**config.mk**
```make
export PLATFORM = sky130hd
export DESIGN_NAME = mapu_drv
export DESIGN_NICKNAME = d
export VERILOG_FILES = /design/src/rtl/mapu_pkg.sv /design/src/rtl/mapu_drv_row_buf.sv /design/src/rtl/mapu_drv.sv
export SDC_FILE = /design/constraint.sdc
export NUM_CORES = 2
export LEC_CHECK = 0
export CORE_ASPECT_RATIO = 1.5
export CORE_UTILIZATION = 30
export CTS_BUF_LIST = sky130_fd_sc_hd__clkbuf_4
export CTS_CLUSTER_DIAMETER = 40
export DETAILED_ROUTE_END_ITERATION = 16
export RECOVER_POWER = 25
export SYNTH_ARGS = -nofsm -noshare
export SYNTH_HDL_FRONTEND = slang
export SYNTH_SLANG_ARGS = --single-unit
```
**constraint.sdc**
```tcl
create_clock -name clk -period 73.8 [get_ports clk]
set_input_delay 14.76 -clock clk [delete_from_list [all_inputs] [get_ports clk]]
set_output_delay 14.76 -clock clk [all_outputs]
set_load 0.02 [all_outputs]
```
**src/rtl/mapu_pkg.sv**
```systemverilog
`default_nettype none
// +----------------------------------------------------------------------------+
// | Module      : mapu_pkg                                                     |
// | Description : Shared types and constants for the MAPU initiator/consumer.  |
// | Revision    : 1.0 - initial release                                        |
// +----------------------------------------------------------------------------+
package mapu_pkg;

  // Rows per matrix and beats per operand matrix
  localparam int MAPU_ROWS = 3;

  // Operation code carried on m_op
  typedef enum logic {
    MAPU_OP_ADD  = 1'b0,
    MAPU_OP_MULT = 1'b1
  } mapu_op_e;

  // Driver FSM encoding
  typedef logic [1:0] mapu_state_t;
  localparam mapu_state_t ST_IDLE = 2'd0;
  localparam mapu_state_t ST_SEND = 2'd1;
  localparam mapu_state_t ST_RECV = 2'd2;
  localparam mapu_state_t ST_FIN  = 2'd3;

  // Row type at the default element width; modules with a different
  // DATA_WIDTH declare the same layout locally as a flat {r0,r1,r2} vector.
  localparam int MAPU_DW = 32;
  typedef logic [MAPU_DW-1:0] mapu_elem_t;
  typedef struct packed {
    mapu_elem_t r0;
    mapu_elem_t r1;
    mapu_elem_t r2;
  } mapu_row_t;

endpackage
`default_nettype wire

```
**src/rtl/mapu_drv_row_buf.sv**
```systemverilog
`default_nettype none
// +----------------------------------------------------------------------------+
// | Module      : mapu_drv_row_buf                                             |
// | Description : Three-entry row register file, one write port, one          |
// |               combinational read port; index 3 writes nothing, reads 0.    |
// | Revision    : 1.0 - initial release                                        |
// +----------------------------------------------------------------------------+
module mapu_drv_row_buf
  import mapu_pkg::*;
#(
  parameter int DATA_WIDTH = 32
) (
  input  logic                    clk,
  input  logic                    reset,
  input  logic                    wr_en,
  input  logic [1:0]              wr_idx,
  input  logic [3*DATA_WIDTH-1:0] wr_row,
  input  logic [1:0]              rd_idx,
  output logic [3*DATA_WIDTH-1:0] rd_row
);

  logic [3*DATA_WIDTH-1:0] mem [MAPU_ROWS];

  // Row storage; index 3 is not a real row so writes to it are dropped
  always_ff @(posedge clk or posedge reset) begin
    if (reset) begin
      for (int i = 0; i < MAPU_ROWS; i++) begin
        mem[i] <= '0;
      end
    end else if (wr_en && (wr_idx < 2'(MAPU_ROWS))) begin
      mem[wr_idx] <= wr_row;
    end
  end

  // Read port returns zero for the unused index
  always_comb begin
    rd_row = '0;
    if (rd_idx < 2'(MAPU_ROWS)) begin
      rd_row = mem[rd_idx];
    end
  end

endmodule
`default_nettype wire

```
**src/rtl/mapu_drv.sv**
```systemverilog
`default_nettype none
// +----------------------------------------------------------------------------+
// | Module      : mapu_drv                                                     |
// | Description : MAPU initiator/consumer. Streams operand matrices A and B as |
// |               six row beats, collects three result rows, reports          |
// |               done / overflow / timeout to the host.                       |
// | Revision    : 1.0 - initial release                                        |
// +----------------------------------------------------------------------------+
module mapu_drv
  import mapu_pkg::*;
#(
  parameter int DATA_WIDTH     = 32,
  parameter int TIMEOUT_CYCLES = 1024,
  parameter int TO_WIDTH       = $clog2(TIMEOUT_CYCLES + 1)
) (
  input  logic                  clk,
  input  logic                  reset,
  input  logic                  ld_en,
  input  logic                  ld_sel,
  input  logic [1:0]            ld_row,
  input  logic [DATA_WIDTH-1:0] ld_r0,
  input  logic [DATA_WIDTH-1:0] ld_r1,
  input  logic [DATA_WIDTH-1:0] ld_r2,
  input  logic                  start,
  input  logic                  op,
  output logic                  busy,
  output logic                  done,
  output logic                  of_flag,
  output logic                  err,
  input  logic [1:0]            rd_row,
  output logic [DATA_WIDTH-1:0] rd_r0,
  output logic [DATA_WIDTH-1:0] rd_r1,
  output logic [DATA_WIDTH-1:0] rd_r2,
  output logic                  m_en,
  output logic                  m_op,
  input  logic                  m_of,
  output logic                  m_vld,
  output logic [DATA_WIDTH-1:0] m_r0,
  output logic [DATA_WIDTH-1:0] m_r1,
  output logic [DATA_WIDTH-1:0] m_r2,
  input  logic                  m_rdy,
  input  logic                  s_vld,
  input  logic [DATA_WIDTH-1:0] s_r0,
  input  logic [DATA_WIDTH-1:0] s_r1,
  input  logic [DATA_WIDTH-1:0] s_r2,
  output logic                  s_rdy
);

  // Abort fires on the edge that closes the (TIMEOUT_CYCLES-1)th quiet cycle,
  // so done/err appear TIMEOUT_CYCLES cycles after the last handshake.
  localparam logic [TO_WIDTH-1:0] TO_LAST   = TO_WIDTH'(TIMEOUT_CYCLES - 2);
  localparam logic [2:0]          BEAT_LAST = 3'd5;
  localparam logic [1:0]          RIDX_LAST = 2'(MAPU_ROWS - 1);

  mapu_state_t             state;
  logic [2:0]              beat;
  logic [1:0]              ridx;
  logic [TO_WIDTH-1:0]     to_cnt;

  logic                    in_send;
  logic                    in_recv;
  logic                    active;
  logic                    m_hs;
  logic                    s_hs;
  logic                    any_hs;
  logic                    timeout;
  logic                    ld_ok;
  logic [1:0]              a_idx;
  logic [1:0]              b_idx;
  logic [3*DATA_WIDTH-1:0] a_row;
  logic [3*DATA_WIDTH-1:0] b_row;
  logic [3*DATA_WIDTH-1:0] rd_data;

  assign in_send = (state == ST_SEND);
  assign in_recv = (state == ST_RECV);
  assign active  = in_send || in_recv;
  assign m_hs    = in_send && m_rdy;
  assign s_hs    = in_recv && s_vld;
  assign any_hs  = m_hs || s_hs;
  assign timeout = active && !any_hs && (to_cnt == TO_LAST);
  assign ld_ok   = (state == ST_IDLE) && ld_en;

  // Beats 0..2 come from A, 3..5 from B; the idle buffer reads index 3 (zero)
  assign a_idx = (beat < 3'd3) ? beat[1:0] : 2'd3;
  assign b_idx = (beat >= 3'd3) ? 2'(beat - 3'd3) : 2'd3;

  mapu_drv_row_buf #(.DATA_WIDTH(DATA_WIDTH)) u_a_buf (
    .clk    (clk),
    .reset  (reset),
    .wr_en  (ld_ok && !ld_sel),
    .wr_idx (ld_row),
    .wr_row ({ld_r0, ld_r1, ld_r2}),
    .rd_idx (a_idx),
    .rd_row (a_row)
  );

  mapu_drv_row_buf #(.DATA_WIDTH(DATA_WIDTH)) u_b_buf (
    .clk    (clk),
    .reset  (reset),
    .wr_en  (ld_ok && ld_sel),
    .wr_idx (ld_row),
    .wr_row ({ld_r0, ld_r1, ld_r2}),
    .rd_idx (b_idx),
    .rd_row (b_row)
  );

  mapu_drv_row_buf #(.DATA_WIDTH(DATA_WIDTH)) u_res_buf (
    .clk    (clk),
    .reset  (reset),
    .wr_en  (s_hs),
    .wr_idx (ridx),
    .wr_row ({s_r0, s_r1, s_r2}),
    .rd_idx (rd_row),
    .rd_row (rd_data)
  );

  assign {rd_r0, rd_r1, rd_r2} = rd_data;

  // Sequencer: operation FSM, beat/result indices, idle timer and status flags
  always_ff @(posedge clk or posedge reset) begin
    if (reset) begin
      state   <= ST_IDLE;
      beat    <= 3'd0;
      ridx    <= 2'd0;
      to_cnt  <= '0;
      m_op    <= 1'b0;
      of_flag <= 1'b0;
      err     <= 1'b0;
      done    <= 1'b0;
    end else begin
      done <= 1'b0;
      case (state)
        ST_IDLE: begin
          if (start) begin
            state   <= ST_SEND;
            beat    <= 3'd0;
            ridx    <= 2'd0;
            to_cnt  <= '0;
            m_op    <= op;
            of_flag <= 1'b0;
            err     <= 1'b0;
          end
        end
        ST_SEND: begin
          if (m_rdy) begin
            to_cnt <= '0;
            if (beat == BEAT_LAST) begin
              state <= ST_RECV;
            end else begin
              beat <= beat + 3'd1;
            end
          end
        end
        ST_RECV: begin
          if (s_vld) begin
            to_cnt <= '0;
            if (ridx == RIDX_LAST) begin
              state <= ST_FIN;
              done  <= 1'b1;
            end else begin
              ridx <= ridx + 2'd1;
            end
          end
        end
        ST_FIN: begin
          state <= ST_IDLE;
        end
        default: begin
          state <= ST_IDLE;
        end
      endcase

      // A quiet cycle either advances the idle timer or aborts straight to IDLE
      if (active && !any_hs) begin
        if (timeout) begin
          state <= ST_IDLE;
          err   <= 1'b1;
          done  <= 1'b1;
        end else begin
          to_cnt <= to_cnt + TO_WIDTH'(1);
        end
      end

      if (active && m_of) begin
        of_flag <= 1'b1;
      end
    end
  end

  // MAPU-facing controls and the outgoing row, all decoded from the state
  always_comb begin
    busy               = (state != ST_IDLE);
    m_en               = active;
    m_vld              = in_send;
    s_rdy              = in_recv;
    {m_r0, m_r1, m_r2} = '0;
    if (in_send) begin
      {m_r0, m_r1, m_r2} = (beat < 3'd3) ? a_row : b_row;
    end
  end

endmodule
`default_nettype wire

```
Word level (Yosys, flattened, before mapping)
Index checks and enable logic that the tools add are counted.
- bitwise gates (word level): 5
- $add $sub $neg: 4
- mux-type cells: 59
- reductions and logical operators: 27
- eq/ne operators: 11
- magnitude comparators: 14
- operators by type and width (cell ; number):
    96-bit 2-to-1 mux ; 12
    288-bit bitwise mux ; 3
    96-bit binary-select mux with 2-bit select ; 3
    96-bit demux with 2-bit select ; 2
    32-bit 2-to-1 mux ; 3
    11-bit 2-to-1 mux ; 5
    11-bit one-hot mux with 3 select lines ; 1
    2-bit 2-to-1 mux ; 12
    3-bit greater-or-equal comparator (second input constant) ; 5
    2-bit inverter with 3-bit output ; 5
    1-bit logical AND ; 13
    1-bit 2-to-1 mux ; 12
    11-bit by 1-bit adder with 11-bit output (second input constant) ; 1
    11-bit by 10-bit == test with 1-bit output (second input constant) ; 1
    2-bit < comparator (second input constant) ; 5
    2-bit != test (second input constant) ; 5
    2-bit nonzero test ; 5
    3-bit 2-to-1 mux ; 3
    2-bit one-hot mux with 4 select lines ; 1
    4-bit AND reduction ; 2
    2-bit == test (second input constant) ; 3
    3-bit by 1-bit < comparator with 1-bit output (second input constant) ; 2
    3-bit one-hot mux with 2 select lines ; 1
    2-bit one-hot mux with 2 select lines ; 1
    11 further kinds ; 14
- logic and storage cells: 137
- bits of input ports: 205
- output and inout port bits: 200
- register bits after elaboration: 886

Longest topological paths before layout
- depth after elaboration: 9
- mapped depth: 9
- mapped depth without buffers: 7

By module
From an unflattened synthesis, not the netlist that was laid out.
- cells, all modules: 2974
- area, all modules: 40592.7 um^2
- modules (own cells, without submodules) (module ; cells an instance ; times used ; area an instance (um^2)):
    mapu_drv_row_buf ; 836 ; 3 ; 12620.9
    mapu_drv ; 466 ; 1 ; 2730.1

Worst setup path before layout
No wires, ideal clock.
- kind: input to output
- from: input port rd_row[1]
- to: output port rd_r0[0]
- path buffers: 3
- slack: 42.998 ns
- stages: 5
- arrival: 16.042 ns
- data required time: 59.040 ns
- path through: clkbuf_1 -> buf_2 -> buf_2 -> mux2i_1 -> o21ai_0
- cells in the longest elaborated chain, start to end: 5
- ends and longest elaborated chain (item ; RTL line ; RTL):
    from (decl) ; mapu_drv.sv:30 ; input logic [1:0] rd_row,
    2-bit inverter with 3-bit output (not written as such) ; mapu_drv_row_buf.sv:39 ; rd_row = mem[rd_idx];
    96-bit binary-select mux with 2-bit select ; mapu_drv_row_buf.sv:39 ;
    96-bit 2-to-1 mux (not written as such) (2 in a row) ; mapu_drv_row_buf.sv:39 ;
    96-bit 2-to-1 mux * ; mapu_drv_row_buf.sv:38 ; if (rd_idx < 2'(MAPU_ROWS)) begin
    to (decl) ; mapu_drv.sv:31 ; output logic [DATA_WIDTH-1:0] rd_r0,
Every way passes the cells marked *; elsewhere a longest branch is shown, timed or not. The select of a mux whose other input is x is not followed.

Worst setup path after layout
- from: input port rd_row[0]
- to: output port rd_r0[26]
Same word-level chain as after synthesis.

==> results.toml <==
[final_layout]
drive_gt1_share_pct = 35.8
area_growth_pct = 19.8
nFillCells = 13200
seqCellArea_um2 = 22200
nets = 3749
multi_input_area_um2 = 17200
utilization_pct = 36.1

[clock_network]
clock-sinks = 886
clock_latency_ns = 1.21
cts_resized = 0
numCtsBuffers = 221
clock_path_buffers = 3
htreeDepth = 4
post_cts_buffers = 0
clk_pin_slew_ns = 0.06
cts_tree = "yes"
hold_buffers = 0
cts-root-buf = "clkbuf_4"

[route]
wl_per_cell_um = 21.1
drc = 0
firstDrtPassIters = 5
wirelength_um = 115000
initialDrtViolationCount = 1337
antenna_left = 0
vias = 27300
avgViaCountPerCell = 5.02

[yosys]
synth_common_cells = "dfrtp_1 (886), mux2_2 (882), o21ai_0 (195)"
synth_warnings = 0
yosys-top-cells-area = "dfrtp_1 (55%), mux2_2 (24%), mux2i_1 (4.7%)"
syn_area_per_cell_um2 = 13.2
syn_inst = 3086
synth_nets = 3304
synth_top_area_share_pct = 54.6
netlist_area_um2 = 40600
seq_area_frac_synth_pct = 54.6
ys_ff_latch = 886
yosysTopAreaCell = "dfrtp_1"
synthArstFlopShare_pct = 100
synth.distinct_cells = 50
synth_top_flop_cell = "dfrtp_1"
yosysMostFrequentCell = "dfrtp_1"
synth_edf_count = 0

[timing]
hold_viol_final = 0
min_period_ns = 32.59
setup_ws_ns = 41.21
finClkSkew_ns = 0.0588
max_clock_freq_ghz = 0.0307
report.final.slew_viol_count = 642
tns_ns = 0
slew_headroom_pct = -475
rsz0062_at_grt = "false"
worst_slew_pin_slew_ns = 8.63
finalCritPeriodShare_pct = 44.2
setup_viol = 0
holdWs_ns = 0.490

[worst_setup_path]
crit_required_ns = 59.04
start_kind = "input port"
worstSetupPathType = "in -> out"
crit_arrival_ns = 17.83
setup.worst_path.end_class = "output pin"
path_max_fanout = 78
reg2reg_setup_slack_ns = 68.27

[die]
rows = 165
pin_count = 405
design.core.area_um2 = 135000
fp.dieW_um = 302
dieArea_um2 = 137000
initial_core_util_pct = 30.2
dieHeight_um = 453

[worst_hold_path]
min_path_type = "reg -> reg"

[outcome]
outcome = "complete, but fails checks"
violations = "max-capacitance violations, max-slew violations"

[run]
maxCapViolCount = 12

[global_routing]
track_usage_pct = 16.7
grt-ovfl-total = 0
grt_pass1_vias = 28400
grt_start_max_net_pins = 162
antenna_found_initial = 25
grt_pass1_wl_um = 175000

[pwr]
total_power_mw = 1.92
ir_worst_vdd_mv = 0.0259
power.leakage_nw = 21.0
power.density_nw_per_um2 = 39.4

[placed_design]
gp_congestion = 0.796
port_buffers = 404
dp_slack_ns = 41.19
dpl.hpwl_um = 67200
[critical path, cell delays in order]
cell and delay (ns):
buf_2 0.08, buf_4 0.56, nor2b_4 0.67, buf_4 0.71, nand2_1 0.11, o21ai_0 0.14
clkdlybuf4s50_1 0.66
[power breakdown]
| part | internal, mW | total [mW] | switching [mW] |
|---|---|---|---|
| Sequential | 0.717 | 0.844 | 0.127 |
| Clock | 0.196 | 0.400 | 0.204 |
| Combinational | 0.365 | 0.672 | 0.307 |
[through the flow]
stage          area (um2)  std cells
6_report            48600       5432
5_1_grt             48600       5429
4_1_cts             48800       5425
3_5_place_dp        46200       5061
3_3_place_gp        46200       5061
2_1_floorplan       40600       3086
[sequential cells by signal (all words and copies together), names as in the netlist]
register and cells:
done 1, u_res_buf.mem 288, ridx 2, to_cnt 11, m_op 1, err 1
state 2, u_a_buf.mem 288, of_flag 1, beat 3, u_b_buf.mem 288
[layout by cell type (no fill, tap or decap), types with 32 or more instances in the layout]
cell type / instances
clkbuf_4: 308
o21ai_0: 196
dfrtp_1: 884
mux2_2: 882
clkinv_1: 33
nand2_1: 121
mux2_1: 32
buf_4: 36
mux2_4: 48
clkdlybuf4s50_1: 397
mux2i_1: 190
a21oi_1: 194
a22oi_1: 95
nor2_1: 103
[layer usage]
metal | global-route usage [%] | part of all wire, % | vias up
li1 | - | - | 12100
met1 | 21.4 | 44 | 14000
met2 | 25.9 | 45 | 824
met3 | 5.70 | 8.0 | 240
met4 | 6.32 | 2.6 | 38
met5 | 0 | 0.21 | -
[layout make-up]
class	count	area share (%)
clock buffers	308	4.75
multi-input cells	1961	35.4
clock inverters	56	0.643
inverters	14	0.116
flip-flops and latches	886	45.6
well taps	1753	4.51
diodes	7	0.0360
repair buffers	447	8.95
[kinds of logic after synthesis]
group	count (synthesis)	synth area share [%]
flip-flops	886	54.6
buffers and inverters	239	2.85
XOR/XNOR	1	0.0216
adder cells (fa/ha/maj)	13	0.400
AND/OR/NAND/NOR	274	2.82
multiplexers	1152	32.1
AO/OA/AOI/OAI	521	7.23
[path summary, 6_finish.rpt]
path,start,to,cells after the start
hold / removal,u_b_buf.mem[200],u_b_buf.mem[200],1
min in group asynchronous,reset,u_res_buf.mem[58],2
setup reg to reg,state[1],u_a_buf.mem[125],8
setup / recovery,rd_row[0],rd_r0[26],7
max in group asynchronous,reset,u_a_buf.mem[1],3
hold reg to reg,u_b_buf.mem[200],u_b_buf.mem[200],1
No activity file was read; power rests on OpenSTA's default activity.
